`src/rtl/adaboost_pkg.sv`:
```
// adaboost_pkg: shared widths, depth and one-hot state encodings for the weight loader
package adaboost_pkg;
    localparam int WW    = 9;
    localparam int AW    = 5;
    localparam int DEPTH = 32;
    typedef enum logic [3:0] {
        IDLE   = 4'b0001,
        LOAD   = 4'b0010,
        LOADED = 4'b0100,
        SCAN   = 4'b1000
    } state_t;
endpackage

```
`src/rtl/adaboost_lane_demux.sv`:
```
// adaboost_lane_demux: routes one accepted beat to the selected lane, other lanes keep their registered values
module adaboost_lane_demux #(
    parameter int WW = adaboost_pkg::WW,
    parameter int AW = adaboost_pkg::AW
) (
    input  logic                  en,
    input  logic [1:0]            lane,
    input  logic [AW-1:0]         idx,
    input  logic [WW-1:0]         weight,
    input  logic [2:0][AW-1:0]    addr_q,
    input  logic [2:0][WW-1:0]    weight_q,
    output logic [2:0]            write,
    output logic [2:0][AW-1:0]    addr_d,
    output logic [2:0][WW-1:0]    weight_d
);
    genvar i;
    for (i = 0; i < 3; i++) begin : g_lane
        assign write[i]    = en && lane == 2'(i);
        assign addr_d[i]   = write[i] ? idx : addr_q[i];
        assign weight_d[i] = write[i] ? weight : weight_q[i];
    end
endmodule

```
`src/rtl/adaboost_weight_loader.sv`:
```
// adaboost_weight_loader: fills three learner weight memories from one stream and drives read sweeps
module adaboost_weight_loader #(
    parameter int WW    = adaboost_pkg::WW,
    parameter int AW    = adaboost_pkg::AW,
    parameter int DEPTH = adaboost_pkg::DEPTH
) (
    input  logic          clk,
    input  logic          rst,
    input  logic          load_start,
    input  logic          scan_start,
    input  logic          in_valid,
    output logic          in_ready,
    input  logic [WW-1:0] in_weight,
    input  logic          in_last,
    output logic          write1,
    output logic          write2,
    output logic          write3,
    output logic          read1,
    output logic          read2,
    output logic          read3,
    output logic [AW-1:0] address1,
    output logic [AW-1:0] address2,
    output logic [AW-1:0] address3,
    output logic [WW-1:0] weight1,
    output logic [WW-1:0] weight2,
    output logic [WW-1:0] weight3,
    output logic          en,
    output logic          load_done,
    output logic          scan_done,
    output logic          err
);
    import adaboost_pkg::*;

    localparam logic [AW-1:0] LAST = AW'(DEPTH - 1);

    state_t               state, state_n;
    logic [1:0]           lane, lane_n;
    logic [AW-1:0]        idx, idx_n;
    logic [2:0]           wr, wr_n, dm_wr;
    logic [2:0][AW-1:0]   addr, addr_n, dm_addr;
    logic [2:0][WW-1:0]   wt, wt_n, dm_wt;
    logic                 rd, rd_n, done_n, sdone_n, err_n;
    logic                 acc, last_beat, idx_end;

    assign in_ready  = state == LOAD;
    assign acc       = in_valid && in_ready && !load_start;
    assign idx_end   = idx == LAST;
    assign last_beat = lane == 2'd2 && idx_end;

    assign write1   = wr[0];
    assign write2   = wr[1];
    assign write3   = wr[2];
    assign address1 = addr[0];
    assign address2 = addr[1];
    assign address3 = addr[2];
    assign weight1  = wt[0];
    assign weight2  = wt[1];
    assign weight3  = wt[2];
    assign read1    = rd;
    assign read2    = rd;
    assign read3    = rd;
    assign en       = rd;

    adaboost_lane_demux #(.WW(WW), .AW(AW)) u_demux (
        .en       (acc),
        .lane     (lane),
        .idx      (idx),
        .weight   (in_weight),
        .addr_q   (addr),
        .weight_q (wt),
        .write    (dm_wr),
        .addr_d   (dm_addr),
        .weight_d (dm_wt)
    );

    // next state, counters and next registered outputs; strobes default low every cycle
    always_comb begin
        state_n = state;
        lane_n  = lane;
        idx_n   = idx;
        wr_n    = '0;
        addr_n  = addr;
        wt_n    = wt;
        rd_n    = 1'b0;
        done_n  = load_done;
        sdone_n = 1'b0;
        err_n   = err;
        case (state)
            IDLE, LOADED: begin
                if (load_start) begin
                    state_n = LOAD;
                    lane_n  = '0;
                    idx_n   = '0;
                    err_n   = 1'b0;
                    done_n  = 1'b0;
                end else if (state == LOADED && scan_start) begin
                    state_n = SCAN;
                    rd_n    = 1'b1;
                    addr_n  = '0;
                    idx_n   = '0;
                end
            end
            LOAD: begin
                if (load_start) begin
                    lane_n = '0;
                    idx_n  = '0;
                    err_n  = 1'b0;
                end else if (acc) begin
                    wr_n   = dm_wr;
                    addr_n = dm_addr;
                    wt_n   = dm_wt;
                    err_n  = err | (in_last != last_beat);
                    idx_n  = idx_end ? '0 : idx + 1'b1;
                    lane_n = idx_end ? lane + 2'd1 : lane;
                    if (last_beat) begin
                        state_n = LOADED;
                        done_n  = 1'b1;
                        lane_n  = '0;
                    end
                end
            end
            SCAN: begin
                rd_n    = !idx_end;
                sdone_n = idx_end;
                idx_n   = idx_end ? '0 : idx + 1'b1;
                addr_n  = idx_end ? addr : {3{idx + 1'b1}};
                if (idx_end) state_n = LOADED;
            end
            default: begin
                state_n = IDLE;
                done_n  = 1'b0;
            end
        endcase
    end

    // state and output registers, cleared immediately on reset
    always_ff @(posedge clk or negedge rst) begin
        if (!rst) begin
            state     <= IDLE;
            lane      <= '0;
            idx       <= '0;
            wr        <= '0;
            addr      <= '0;
            wt        <= '0;
            rd        <= 1'b0;
            load_done <= 1'b0;
            scan_done <= 1'b0;
            err       <= 1'b0;
        end else begin
            state     <= state_n;
            lane      <= lane_n;
            idx       <= idx_n;
            wr        <= wr_n;
            addr      <= addr_n;
            wt        <= wt_n;
            rd        <= rd_n;
            load_done <= done_n;
            scan_done <= sdone_n;
            err       <= err_n;
        end
    end
endmodule

```
`config.mk`:
```
export PLATFORM = sky130hd
export DESIGN_NAME = adaboost_weight_loader
export DESIGN_NICKNAME = d
export VERILOG_FILES = /design/src/rtl/adaboost_pkg.sv /design/src/rtl/adaboost_lane_demux.sv /design/src/rtl/adaboost_weight_loader.sv
export SDC_FILE = /design/constraint.sdc
export NUM_CORES = 1
export LEC_CHECK = 0
export ABC_AREA = 1
export CELL_PAD_IN_SITES_DETAIL_PLACEMENT = 0
export CELL_PAD_IN_SITES_GLOBAL_PLACEMENT = 1
export CORE_MARGIN = 5
export CORE_UTILIZATION = 39
export CTS_CLUSTER_DIAMETER = 120
export DETAILED_ROUTE_END_ITERATION = 10
export PLACE_DENSITY = 0.88
export SLEW_MARGIN = 15
export SYNTH_ARGS = -nofsm -noshare
export SYNTH_HDL_FRONTEND = slang
export SYNTH_SLANG_ARGS = --single-unit
```
`constraint.sdc`:
```
create_clock -name clk -period 2.4 [get_ports clk]
set_input_delay 0.24 -clock clk [delete_from_list [all_inputs] [get_ports clk]]
set_output_delay 0.24 -clock clk [all_outputs]
set_load 0.03 [all_outputs]
```
==> metrics.txt <==
Crit Path Category register to output port; number of failing hold endpoints at the final stage 0; async set-reset flop share out of synthesis 1.00; count of pins over their slew limit 0; top cells by area, synth dfrtp_1, nand2_1, o21ai_0; Longest Clk Path Bufs 2; wire per inst 12.9 µm; post-synthesis sequential area ratio 0.549; status completed; dpl ws 0.427 ns; R2R Path Start idx[0]; switching share of power 0.433; Final Cycle Share 0.869; setup TNS 0 ns; worst r2r dst address1[3]; first-pass GRT wire length 11.2 mm; Worst setup SP type register; initial drt markers 168; syn avg cell area 8.53 µm²; Comb pwr share 0.434; Ant. Diodes 0; area share of the largest cell type after synthesis 0.539; post-route insts no fill 496; Boundary Pins 68; Num CTS Buffers 9; Skew-Pair Late Insertion Delay 0.34 ns; GRT overflow 0; Total Nets Final 413; PwrDens 1080 nW/µm²; Commonest cells post-synth nand2_1, dfrtp_1, inv_1, o21ai_0, nand3_1; Vias 2324; top-count cell post-synth nand2_1; largest net degree at the start of global routing 30; worst reg2reg setup slack 0.56 ns; drt first pass iters 4; Die X 93.8 µm; Placeable Area 6830 µm²; storage element area 1500 µm²; f_max 480 MHz; H-tree Lvls 3; Netlist cell types 24; syn nets 339; Ys Warns 0; EDFF count, synth 0; final setup fails 0; CTS tree built; gpl congestion 0.902; P&R area growth vs syn 35.2%; Mapped Cells 321; Max VDD drop 0.625 mV; post-route core utilization 0.542; # DRC 0; Data required, critical path 2.16 ns; Reg2Reg Depth 10; Overall Global Routing Usage 0.161; MaxCap Viol Count 0; CP Capture Type output port; Die H 93.8 µm; Clock Skew 0.00939 ns; Net Switching 1740 µW; Root Buffer Master clkbuf_8; LEAKAGE 0.00190 µW; Netlist Area Pre-Place 2740 µm²; flops & latches, synth 60; worst hold path type input pin to async pin; Worst Tran Pin Value 0.659 ns; Int Power 2270 µW; Clk pwr share 0.229; Yosys top cell by area dfrtp_1; multi-input logic area 1070 µm²; dominant synthesized flop cell dfrtp_1; DP HPWL 4.74 mm; Vias per Instance 4.69; clock transition at the registers of the reported paths 0.08 ns; Initial Utilization 0.401; Final Critical Period 2.09 ns; placed insts 479; final WL 6.40 mm; Die Footprint 8800 µm²; ANT nets after route 0; PortBufs 67; crit path DAT 1.85 ns; sequential share of power 0.337; fillers 654; CTS Sinks 60; share of post-route cells with drive strength above 1 0.0975; number of global-route vias before repair 2342; initial antenna violation count 0; final setup margin 0.315 ns; largest fanout on the critical path 11; # rows 30; Slew headroom 0.560; RSZ-0062 raised after global routing no
==> worst max-delay path, cell delays in order, from the launching register on <==
cell             delay [ns]
dfrtp_1                0.44
inv_1                  0.09
nand2_1                0.05
nor2_1                 0.08
buf_4                  0.17
clkdlybuf4s50_1        0.68
==> power by group through the flow <==
stage / Combinational (µW) / Sequential (µW) / Clock [µW]
5_1_grt: 1940 / 1390 / 985
3_3_place_gp: 1730 / 1360 / 0
4_1_cts: 1750 / 1350 / 943
3_5_place_dp: 1750 / 1360 / 0
6_report: 1740 / 1350 / 918
2_1_floorplan: 874 / 1660 / 0
==> metal layers <==
| layer | track usage | share of wire | wire [µm] | up-vias |
|---|---|---|---|---|
| met2 | 0.237 | 0.44 | 2790 | 84 |
| met3 | 0.0577 | 0.093 | 592 | 19 |
| met5 | 0 | 0 | 0 | - |
| met4 | 0.0734 | 0.026 | 165 | 0 |
| met1 | 0.213 | 0.44 | 2850 | 1052 |
| li1 | - | - | - | 1169 |
==> sequential cells by signal, summed over array words and instances (netlist names) <==
name	cells
load_done	1
address3	5
wr	3
lane	2
scan_done	1
en	1
idx	5
address1	5
err	1
weight1	9
address2	5
weight2	9
state	4
weight3	9
==> layout make-up <==
cell class	instances	area share
Sequential cell	60	0.406
Multi-Input combinational cell	223	0.289
Clock inverter	7	0.0203
Inverter	30	0.0304
Clock buffer	9	0.0335
Timing Repair Buffer	71	0.189
Tap cell	96	0.0324
==> stage by stage <==
| step | power [µW] | cell area, µm² | hold slack [ns] |
|---|---|---|---|
| floorplan | 2540 | 2740 | -0.0556 |
| global placement | 3100 | 3490 | 0.308 |
| detailed placement | 3110 | 3490 | 0.323 |
| CTS | 4050 | 3700 | 0.471 |
| global route | 4310 | 3700 | 0.486 |
| finish | 4010 | 3700 | 0.463 |
==> what timing repair did <==
action,CTS,global route
buffers inserted,0,0
endpoints found under the hold margin,26,0
hold buffers,1,0
gates resized for setup,0,0
==> how the worst max path moves through the flow <==
| stage | from | to | slack [ns] |
|---|---|---|---|
| 2_1_floorplan | idx[0] | state[2] | 0.81 |
| 3_3_place_gp | load_start | address1[1] | 0.48 |
| 3_5_place_dp | load_start | address1[1] | 0.43 |
| 4_1_cts | state[2] | in_ready | 0.30 |
| 5_1_grt | state[3] | in_ready | 0.23 |
| 6_report | state[2] | in_ready | 0.31 |
==> logic make-up (layout without fill, tap and decap cells) <==
family / count (synthesis) / in the layout / synth area share
compound gates: 41 / 41 / 0.0749
xor+xnor: 3 / 3 / 0.00960
fa+ha+maj: 3 / 3 / 0.0137
buf+inv: 38 / 117 / 0.0608
flops: 60 / 60 / 0.549
simple gates: 176 / 176 / 0.292
==> cell usage in the layout (no fill, tap or decap) <==
master           synthesis  routed
dfrtp_1                 59      59
xor2_1                   1       1
nand3_4                  1       1
a21oi_1                  1       1
clkdlybuf4s50_1          0      66
nand2_2                  3       3
buf_4                    3       3
nand3_1                 24      24
nor2_2                   7       7
nor2_4                   2       2
inv_2                    1       1
clkbuf_8                 0       9
nor2_8                   1       1
ha_1                     3       3
bufinv_16                0       1
o21ai_1                 12      12
inv_1                   29      29
clkinv_2                 0       2
buf_2                    4       1
xnor2_1                  2       2
nor3_1                   2       2
nor2_1                  12      12
dfstp_2                  1       1
o21ai_0                 28      28
dlygate4sd3_1            0       1
nand2_4                  3       3
inv_6                    0       2
nand2_1                115     115
clkinv_4                 0       2
nand4_1                  6       6
No activity file was read; power rests on OpenSTA's default activity.
